[config.mk]
export PLATFORM = sky130hd
export DESIGN_NAME = vc_fifo_flat
export DESIGN_NICKNAME = d
export VERILOG_FILES = /design/src/rtl/vc_fifo_pkg.sv /design/src/rtl/vc_fifo_if.sv /design/src/rtl/vc_fifo_ctrl.sv /design/src/rtl/vc_fifo.sv /design/src/flat_wrapper.sv
export SDC_FILE = /design/constraint.sdc
export NUM_CORES = 1
export LEC_CHECK = 0
export CORE_UTILIZATION = 40
export DETAILED_ROUTE_END_ITERATION = 6
export SYNTH_ARGS = -nofsm -noshare
export SYNTH_HDL_FRONTEND = slang
export SYNTH_SLANG_ARGS = --single-unit
[constraint.sdc]
create_clock -name clk -period 4.6 [get_ports clk]
set_input_delay 0.92 -clock clk [delete_from_list [all_inputs] [get_ports clk]]
set_output_delay 0.92 -clock clk [all_outputs]
set_load 0.01 [all_outputs]
[src/rtl/vc_fifo_pkg.sv]
// Shared constants and width helpers for the virtual-channel input buffer.
package vc_fifo_pkg;

    localparam int FLIT_W = 8;

    function automatic int vcWidth(input int numVc);
        return (numVc > 1) ? $clog2(numVc) : 1;
    endfunction

    function automatic int cntWidth(input int depth);
        return $clog2(depth + 1);
    endfunction

    function automatic int ptrWidth(input int depth);
        return (depth > 1) ? $clog2(depth) : 1;
    endfunction

endpackage

[src/rtl/vc_fifo_if.sv]
// Write/read port bundle of the VC buffer; master drives requests, slave is the buffer.
interface vc_fifo_if
    import vc_fifo_pkg::*;
#(
    parameter int DATA_W = FLIT_W,
    parameter int NUM_VC = 2,
    parameter int DEPTH  = 8
);
    localparam int VC_W  = vcWidth(NUM_VC);
    localparam int CNT_W = cntWidth(DEPTH);

    logic                      wr_en;
    logic [VC_W-1:0]           wr_vc;
    logic [DATA_W-1:0]         data_i;
    logic                      rd_en;
    logic [VC_W-1:0]           rd_vc;
    logic [DATA_W-1:0]         data_o;
    logic [NUM_VC-1:0]         empty;
    logic [NUM_VC-1:0]         almost_full;
    logic [NUM_VC-1:0]         full;
    logic [NUM_VC*CNT_W-1:0]   count;
    logic                      ovf_err;
    logic                      udf_err;

    modport master (
        output wr_en, wr_vc, data_i, rd_en, rd_vc,
        input  data_o, empty, almost_full, full, count, ovf_err, udf_err
    );

    modport slave (
        input  wr_en, wr_vc, data_i, rd_en, rd_vc,
        output data_o, empty, almost_full, full, count, ovf_err, udf_err
    );

endinterface

[src/rtl/vc_fifo_ctrl.sv]
// Per-VC pointer/occupancy bookkeeping; push and pop arrive already qualified by the top.
module vc_fifo_ctrl
    import vc_fifo_pkg::*;
#(
    parameter int DEPTH     = 8,
    parameter int AF_MARGIN = 1,
    parameter int PTR_W     = ptrWidth(DEPTH),
    parameter int CNT_W     = cntWidth(DEPTH)
) (
    input  logic             clk,
    input  logic             rst,
    input  logic             push_i,
    input  logic             pop_i,
    output logic [PTR_W-1:0] wr_ptr_o,
    output logic [PTR_W-1:0] rd_ptr_o,
    output logic [CNT_W-1:0] count_o,
    output logic             empty_o,
    output logic             almost_full_o,
    output logic             full_o
);

    logic [PTR_W-1:0] wrPtr_q, wrPtr_d;
    logic [PTR_W-1:0] rdPtr_q, rdPtr_d;
    logic [CNT_W-1:0] count_q, count_d;

    // Explicit wrap so DEPTH need not be a power of two.
    function automatic logic [PTR_W-1:0] nextPtr(input logic [PTR_W-1:0] p);
        return (p == PTR_W'(DEPTH - 1)) ? '0 : p + PTR_W'(1);
    endfunction

    always_comb begin
        wrPtr_d = push_i ? nextPtr(wrPtr_q) : wrPtr_q;
        rdPtr_d = pop_i  ? nextPtr(rdPtr_q) : rdPtr_q;
        count_d = count_q;
        if (push_i && !pop_i) begin
            count_d = count_q + CNT_W'(1);
        end else if (pop_i && !push_i) begin
            count_d = count_q - CNT_W'(1);
        end
    end

    always_ff @(posedge clk) begin
        if (rst) begin
            wrPtr_q <= '0;
            rdPtr_q <= '0;
            count_q <= '0;
        end else begin
            wrPtr_q <= wrPtr_d;
            rdPtr_q <= rdPtr_d;
            count_q <= count_d;
        end
    end

    assign wr_ptr_o      = wrPtr_q;
    assign rd_ptr_o      = rdPtr_q;
    assign count_o       = count_q;
    assign empty_o       = (count_q == '0);
    assign almost_full_o = (count_q >= CNT_W'(DEPTH - AF_MARGIN));
    assign full_o        = (count_q == CNT_W'(DEPTH));

endmodule

[src/rtl/vc_fifo.sv]
// Multi-VC input buffer: shared storage, write/read qualification, head mux and sticky errors.
module vc_fifo
    import vc_fifo_pkg::*;
#(
    parameter int DATA_W    = FLIT_W,
    parameter int DEPTH     = 8,
    parameter int NUM_VC    = 2,
    parameter int AF_MARGIN = 1
) (
    input logic      clk,
    input logic      rst,
    vc_fifo_if.slave bus
);

    localparam int VC_W  = vcWidth(NUM_VC);
    localparam int CNT_W = cntWidth(DEPTH);
    localparam int PTR_W = ptrWidth(DEPTH);

    logic [DATA_W-1:0]       mem_q [NUM_VC][DEPTH];
    logic [PTR_W-1:0]        wrPtr [NUM_VC];
    logic [PTR_W-1:0]        rdPtr [NUM_VC];
    logic [CNT_W-1:0]        cntVc [NUM_VC];
    logic [NUM_VC-1:0]       emptyVec, afVec, fullVec, pushVec, popVec;
    logic [NUM_VC*CNT_W-1:0] countFlat;
    logic                    wrInRange, rdInRange, headValid, rdOk, wrOk;
    logic                    ovfErr_q, udfErr_q;

    // Range checks are only meaningful when NUM_VC leaves unused VC codes.
    if (NUM_VC == (1 << VC_W)) begin : g_fullRange
        assign wrInRange = 1'b1;
        assign rdInRange = 1'b1;
    end else begin : g_partRange
        assign wrInRange = (bus.wr_vc < VC_W'(NUM_VC));
        assign rdInRange = (bus.rd_vc < VC_W'(NUM_VC));
    end

    // A full VC still takes a write when the same VC is popped this cycle.
    assign headValid = rdInRange && !emptyVec[bus.rd_vc];
    assign rdOk      = bus.rd_en && headValid;
    assign wrOk      = bus.wr_en && wrInRange &&
                       (!fullVec[bus.wr_vc] || (rdOk && (bus.wr_vc == bus.rd_vc)));

    always_comb begin
        pushVec   = '0;
        popVec    = '0;
        countFlat = '0;
        for (int v = 0; v < NUM_VC; v++) begin
            pushVec[v] = wrOk && (bus.wr_vc == VC_W'(v));
            popVec[v]  = rdOk && (bus.rd_vc == VC_W'(v));
            countFlat[v*CNT_W +: CNT_W] = cntVc[v];
        end
    end

    for (genvar v = 0; v < NUM_VC; v++) begin : g_vc
        vc_fifo_ctrl #(
            .DEPTH     (DEPTH),
            .AF_MARGIN (AF_MARGIN),
            .PTR_W     (PTR_W),
            .CNT_W     (CNT_W)
        ) u_ctrl (
            .clk           (clk),
            .rst           (rst),
            .push_i        (pushVec[v]),
            .pop_i         (popVec[v]),
            .wr_ptr_o      (wrPtr[v]),
            .rd_ptr_o      (rdPtr[v]),
            .count_o       (cntVc[v]),
            .empty_o       (emptyVec[v]),
            .almost_full_o (afVec[v]),
            .full_o        (fullVec[v])
        );
    end

    always_ff @(posedge clk) begin
        if (rst) begin
            for (int v = 0; v < NUM_VC; v++) begin
                for (int e = 0; e < DEPTH; e++) begin
                    mem_q[v][e] <= '0;
                end
            end
        end else if (wrOk) begin
            mem_q[bus.wr_vc][wrPtr[bus.wr_vc]] <= bus.data_i;
        end
    end

    // Errors are sticky until the next reset.
    always_ff @(posedge clk) begin
        if (rst) begin
            ovfErr_q <= 1'b0;
            udfErr_q <= 1'b0;
        end else begin
            if (bus.wr_en && !wrOk) ovfErr_q <= 1'b1;
            if (bus.rd_en && !rdOk) udfErr_q <= 1'b1;
        end
    end

    assign bus.data_o      = headValid ? mem_q[bus.rd_vc][rdPtr[bus.rd_vc]] : '0;
    assign bus.empty       = emptyVec;
    assign bus.almost_full = afVec;
    assign bus.full        = fullVec;
    assign bus.count       = countFlat;
    assign bus.ovf_err     = ovfErr_q;
    assign bus.udf_err     = udfErr_q;

endmodule

[src/flat_wrapper.sv]
// flat-port wrapper written by rule: the top's interface ports become plain ports
module vc_fifo_flat import vc_fifo_pkg::*;
#(
    parameter int DATA_W    = FLIT_W,
    parameter int DEPTH     = 8,
    parameter int NUM_VC    = 2,
    parameter int AF_MARGIN = 1
)
  (clk, rst, bus_wr_en, bus_wr_vc, bus_data_i, bus_rd_en, bus_rd_vc, bus_data_o, bus_empty, bus_almost_full, bus_full, bus_count, bus_ovf_err, bus_udf_err);
  vc_fifo_if #(.DATA_W(DATA_W), .NUM_VC(NUM_VC), .DEPTH(DEPTH)) bus_i ();
  input logic clk;
  input logic rst;
  input wire logic [$bits(bus_i.wr_en)-1:0] bus_wr_en;
  input wire logic [$bits(bus_i.wr_vc)-1:0] bus_wr_vc;
  input wire logic [$bits(bus_i.data_i)-1:0] bus_data_i;
  input wire logic [$bits(bus_i.rd_en)-1:0] bus_rd_en;
  input wire logic [$bits(bus_i.rd_vc)-1:0] bus_rd_vc;
  output wire logic [$bits(bus_i.data_o)-1:0] bus_data_o;
  output wire logic [$bits(bus_i.empty)-1:0] bus_empty;
  output wire logic [$bits(bus_i.almost_full)-1:0] bus_almost_full;
  output wire logic [$bits(bus_i.full)-1:0] bus_full;
  output wire logic [$bits(bus_i.count)-1:0] bus_count;
  output wire logic [$bits(bus_i.ovf_err)-1:0] bus_ovf_err;
  output wire logic [$bits(bus_i.udf_err)-1:0] bus_udf_err;
  assign bus_i.wr_en = bus_wr_en;
  assign bus_i.wr_vc = bus_wr_vc;
  assign bus_i.data_i = bus_data_i;
  assign bus_i.rd_en = bus_rd_en;
  assign bus_i.rd_vc = bus_rd_vc;
  assign bus_data_o = bus_i.data_o;
  assign bus_empty = bus_i.empty;
  assign bus_almost_full = bus_i.almost_full;
  assign bus_full = bus_i.full;
  assign bus_count = bus_i.count;
  assign bus_ovf_err = bus_i.ovf_err;
  assign bus_udf_err = bus_i.udf_err;
  vc_fifo #(.DATA_W(DATA_W), .DEPTH(DEPTH), .NUM_VC(NUM_VC), .AF_MARGIN(AF_MARGIN)) u_core (.clk(clk), .rst(rst), .bus(bus_i));
endmodule
==> results.sh, run 1 <==
export IMPL_io_pin_count=38
export IMPL_clk_pin_slew_ns=0.07
export IMPL_grt_use_total=0.186
export IMPL_dpl_cell_area_um2=7600
export IMPL_htreeDepth=4
export IMPL_synthCells=567
export IMPL_clk_latency_ns=0.42
export IMPL_synth_fp_nets=597
export IMPL_maxCapViolations=0
export IMPL_postRouteAntennaNets=0
export IMPL_die_x_um=134
export IMPL_skew_ns=0.00789
export IMPL_setup_viol=0
export IMPL_rsz0062_at_grt="false"
export IMPL_vias_per_cell=5.33
export IMPL_yosysSeqAreaShare=0.614
export IMPL_num_fill_cells=1505
export IMPL_drive_gt1_frac=0.111
export IMPL_setup_slack_ns=0.425
export IMPL_avgSynthCellArea_um2=12.3
export IMPL_slew_viol_final=0
export IMPL_root_buffer="clkbuf_16"
export IMPL_die_height_um=134
export IMPL_period_needed_ns=4.17
export IMPL_dp_hpwl_um=11200
export IMPL_wl_per_cell_um=18.7
export IMPL_grt_overflow_total=0
export IMPL_firstDrtPassIters=4
export IMPL_dieArea_um2=18000
export IMPL_ir_drop_mv=0.415
export IMPL_hold_class="flop to flop"
export IMPL_initial_utilization=0.415
export IMPL_cp_data_arrival_time_ns=3.25
export IMPL_clk_path_buf_depth=2
export IMPL_yosys_area_top_type="edfxtp_1"
export IMPL_yosysTopAreaCellShare=0.550
export IMPL_cts_tree="built"
export IMPL_end_kind="primary output"
export IMPL_finalWirelength_um=15700
export IMPL_netlist_area_um2=6980
export IMPL_finalSetupTns_ns=0
export IMPL_drc_errors=0
export IMPL_p_leak_nw=2.79
export IMPL_diodes=0
export IMPL_rows=47
export IMPL_slew_headroom=0.316
export IMPL_final_area_um2=8180
export IMPL_cts_made_buffers=17
export IMPL_grt_pass1_vias=4553
export IMPL_async_flop_share=0
export IMPL_critPathLaunchType="input pin"
export IMPL_p_per_area_nw_per_um2=485
export IMPL_worst_slew_pin_slew_ns=1.02
export IMPL_fmax_mhz=240
export IMPL_dp_slack_ns=0.445
export IMPL_synth_cell_types=43
export IMPL_synth_enable_flop_cells=128
export IMPL_status="finished, final reports clean"
export IMPL_synth_seq_cells=150
export IMPL_yosys_warnings=0
export IMPL_synth_main_ff_cell="edfxtp_1"
export IMPL_final_hold_viol_count=0
export IMPL_hold_buffers=0
export IMPL_post_cts_buffers=0
export IMPL_grt_pass1_wl_um=24600
export IMPL_cts_resized=0
export IMPL_route_vias_total=4481
export IMPL_coreArea_um2=16800
export IMPL_synth_area_leaders="edfxtp_1 (55%), mux2i_1 (10%), dfxtp_1 (6.3%), nor2_1 (4.8%), o22ai_1 (2.9%)"
export IMPL_drt_iter0_markers=370
export IMPL_post_route_period_util=0.908
export IMPL_crit_type="input pin to primary output"
export IMPL_cp_max_fo=8
export IMPL_place_gp_congestion=0.789
export IMPL_io_buffers=37
export IMPL_grt_max_degree=28
export IMPL_area_growth_pct=17.1
export IMPL_cts_sinks=150
export IMPL_critPathRequiredTime_ns=3.68
export IMPL_antenna_found_initial=0
export IMPL_fin_nets=637
-- per-stage QoR --
stage | hold slack (ns) | instances | total power, W | util
floorplan | 0.470 | 567 | 0.00229 | -
detailed placement | 0.450 | 808 | 0.00265 | 0.452
global placement | 0.440 | 808 | 0.00262 | 0.452
finish | 0.463 | 840 | 0.00396 | 0.486
global route | 0.494 | 840 | 0.00414 | 0.486
CTS | 0.465 | 840 | 0.00400 | 0.486
-- power breakdown --
part,internal (W),switching [W],total [W],leakage (nW)
clock,0.000723,0.000624,0.00135,0.278
sequential,0.00160,0.000111,0.00171,1.50
combinational,0.000437,0.000473,0.000910,1.01
-- synth_stat cells (14+ instances only) --
library cell	n
clkbuf_1	16
mux2i_1	71
edfxtp_1	128
o21ai_0	26
nor2_1	90
dfxtp_1	22
ha_1	14
and2_1	16
o21bai_1	15
o22ai_1	32
a21oi_1	14
nand2_1	24
-- flip-flops by register name (all words and copies together) (netlist names) --
| signal | flops |
|---|---|
| u_core.g_vc.u_ctrl.rd_ptr_o | 6 |
| u_core.bus.ovf_err | 1 |
| u_core.mem_q | 128 |
| u_core.bus.udf_err | 1 |
| u_core.g_vc.u_ctrl.wr_ptr_o | 6 |
| u_core.g_vc.u_ctrl.count_o | 8 |
-- metal layers --
metal / track usage / vias up / wire length, µm
met5: 0 / - / 0
met4: 0.0587 / 0 / 161
met3: 0.0446 / 12 / 759
met2: 0.322 / 111 / 8100
met1: 0.229 / 2166 / 6700
li1: - / 2192 / -
-- worst paths after layout --
path                            cells after the start  slack, ns                          endpoint                              from
worst max-delay path                                6       0.43                     bus_data_o[6]                         bus_rd_vc
worst min-delay path                                2       0.46                u_core.bus.ovf_err                u_core.bus.ovf_err
worst max register to register                     10       1.62  u_core.g_vc[1].u_ctrl.count_o[3]  u_core.g_vc[1].u_ctrl.count_o[0]
worst min register to register                      2       0.46                u_core.bus.ovf_err                u_core.bus.ovf_err
-- critical path, cell delays in order --
cell and delay, ns:
clkdlybuf4s50_1 0.58, buf_4 0.19, nor2_1 0.05, a32oi_1 0.61
o21ai_0 0.34, clkdlybuf4s50_1 0.56
-- kinds of logic after synthesis --
| logic type | share of synthesized area |
|---|---|
| flip-flops | 0.614 |
| adder cells (fa/ha/maj) | 0.0308 |
| AO/OA/AOI/OAI | 0.0862 |
| buffers and inverters | 0.0299 |
| AND/OR/NAND/NOR | 0.128 |
| multiplexers | 0.107 |
| XOR/XNOR | 0.00502 |
-- placed cells by master (no fill, tap or decap), types with 3 or more instances in the layout --
master           Yosys  final
nand3_1             13     13
or3_1                3      3
buf_4                7     20
inv_6                0      7
edfxtp_1           128    128
mux2i_1             71     71
nand2b_1             5      5
ha_1                14     14
o21ai_0             26     26
and2_1              16     16
a21oi_1             14     14
clkinv_8             0      3
clkbuf_16            0     17
and3_1               9      9
a31oi_1              3      3
nand2_1             24     24
mux2_2               3      3
dfxtp_1             22     20
o22ai_1             32     32
nand3b_1             3      3
nor4_2               3      3
inv_1                7      7
nor2_1              90     90
clkdlybuf4s50_1      0     37
o21bai_1            15     15
or4_1                3      3
-- layout make-up --
class                   instances  area [µm²]  share of cell area
clock buffers                  17         425              0.0520
clock inverters                15         156              0.0191
inverters                       7        26.3             0.00321
multi-input cells             374        2490               0.304
flip-flops and latches        150        4290               0.524
well taps                     220         275              0.0336
repair buffers                 57         520              0.0636
Note: power is estimated with default switching activity, not from simulation.
==> run 2, diff against run 1 <==
Settings changed: CTS_CLUSTER_DIAMETER set to 40, RECOVER_POWER set to 25.
==> run 2 against run 1 <==
Fmax is 1.6% lower; die area stayed put; wire length is 0.11% lower; register-to-register slack hardly changed; combinational power is 2.3% lower; total power is 0.61% lower.
==> results.sh, run 2 (synthesis results as in run 1) <==
export IMPL_fin_nets=637
export IMPL_maxCapViolations=0
export IMPL_cts_resized=0
export IMPL_place_gp_congestion=0.789
export IMPL_critPathRequiredTime_ns=3.68
export IMPL_drt_iter0_markers=352
export IMPL_coreArea_um2=16800
export IMPL_antenna_found_initial=0
export IMPL_slew_headroom=0.337
export IMPL_period_needed_ns=4.24
export IMPL_post_route_period_util=0.923
export IMPL_r2r_start="u_core.g_vc[0].u_ctrl.count_o[0]"
export IMPL_crit_start="bus_rd_vc"
export IMPL_vias_per_cell=5.33
export IMPL_cp_slowest_stage_delay_ns=0.65
export IMPL_cts_sinks=150
export IMPL_largest_reg_flops=128
export IMPL_rsz0062_at_grt="false"
export IMPL_io_pin_count=38
export IMPL_area_growth_pct=16.9
export IMPL_io_buffers=37
export IMPL_whs_path_depth=2
export IMPL_critPathLaunchType="input pin"
export IMPL_p_per_area_nw_per_um2=483
export IMPL_grt_pass1_vias=4553
export IMPL_cp_data_arrival_time_ns=3.32
export IMPL_multi_input_area_um2=2480
export IMPL_crit_chain="dlygate4sd3_1, buf_4, nor2_1, a32oi_1, o21ai_0, clkdlybuf4s50_1"
export IMPL_dp_hpwl_um=11200
export IMPL_finalWirelength_um=15700
export IMPL_clk_path_buf_depth=2
export IMPL_crit_type="input pin to primary output"
export IMPL_worst_slew_pin_slew_ns=0.986
export IMPL_end_kind="primary output"
export IMPL_min_delay_start="u_core.bus.ovf_err"
export IMPL_drive_gt1_frac=0.105
export IMPL_cp_max_fo=8
export IMPL_hold_path_end="u_core.bus.ovf_err"
export IMPL_grt_pass1_wl_um=24600
export IMPL_cts_made_buffers=17
export IMPL_route_vias_total=4481
export IMPL_regMostFlops="u_core.mem_q"
export IMPL_grt_overflow_total=0
export IMPL_dieArea_um2=18000
export IMPL_p_leak_nw=2.82
export IMPL_reg2regPathDepth=9
export IMPL_r2r_end="u_core.g_vc[0].u_ctrl.count_o[3]"
export IMPL_num_fill_cells=1508
export IMPL_rows=47
export IMPL_postRouteAntennaNets=0
export IMPL_final_cell_mix="edfxtp_1 (128), nor2_1 (90), mux2i_1 (71), o22ai_1 (32), o21ai_0 (26)"
export IMPL_final_core_utilization=0.485
export IMPL_root_buffer="clkbuf_16"
export IMPL_cts_tree="built"
export IMPL_initial_utilization=0.415
export IMPL_hold_class="flop to flop"
export IMPL_skew_ns=0.00849
export IMPL_drc_errors=0
export IMPL_final_hold_viol_count=0
export IMPL_seqCellArea_um2=4290
export IMPL_die_x_um=134
export IMPL_instances_no_fill=840
export IMPL_slew_viol_final=0
export IMPL_ir_drop_mv=0.413
export IMPL_status="finished, final reports clean"
export IMPL_layout_commonest_cell="edfxtp_1"
export IMPL_clk_latency_ns=0.42
export IMPL_slowest_stage="dlygate4sd3_1"
export IMPL_power_w=0.00394
export IMPL_reg2reg_setup_slack_ns=1.62
export IMPL_fmax_mhz=236
export IMPL_post_cts_buffers=0
export IMPL_place_inst=808
export IMPL_hold_buffers=0
export IMPL_die_height_um=134
export IMPL_wl_per_cell_um=18.7
export IMPL_clk_pin_slew_ns=0.07
export IMPL_finalSetupTns_ns=0
export IMPL_grt_use_total=0.186
export IMPL_grt_max_degree=28
export IMPL_firstDrtPassIters=4
export IMPL_diodes=0
export IMPL_setup_viol=0
export IMPL_htreeDepth=4
==> run 2: final cells by class <==
| cell class | count | share of cell area |
|---|---|---|
| clock buffers | 17 | 0.0521 |
| clock inverters | 15 | 0.0192 |
| inverters | 7 | 0.00322 |
| multi-input cells | 374 | 0.304 |
| flip-flops and latches | 150 | 0.525 |
| well taps | 220 | 0.0337 |
| repair buffers | 57 | 0.0624 |
==> run 2: metal layers <==
metal	up-vias	global-route usage	share of wire
met5	-	0	0
met4	0	0.0587	0.013
met3	14	0.0446	0.049
met2	108	0.322	0.51
met1	2169	0.229	0.43
li1	2190	-	-
==> run 2: report_power, final <==
part	internal, W	switching [W]	leakage, nW	total, W
Combinational	0.000418	0.000471	1.03	0.000889
Sequential	0.00160	0.000108	1.50	0.00171
Clock	0.000723	0.000622	0.278	0.00135
==> run 2: how the worst max path moves through the flow <==
stage	end	slack (ns)	cells past startpoint
floorplan	u_core.g_vc[0].u_ctrl.count_o[3]	1.56	10
global placement	bus_data_o[0]	0.53	6
detailed placement	bus_data_o[6]	0.44	6
CTS	bus_data_o[6]	0.44	6
global route	bus_data_o[6]	0.19	6
finish	bus_data_o[6]	0.36	6
==> run 2: per-stage QoR <==
stage	hold WS, ns	setup WS [ns]	area [µm²]
after detailed placement	0.450	0.445	7600
after global placement	0.440	0.525	7600
after CTS	0.465	0.440	8180
after floorplan	0.470	1.56	6980
final	0.460	0.356	8160
after global routing	0.492	0.193	8160
==> run 2: worst max-delay path: cells and delay by family <==
kind / cells / cell delay [ns]
buffers and inverters: 3 / 1.41
and+or+nand+nor: 1 / 0.05
AOI/OAI and AO/OA: 2 / 0.93
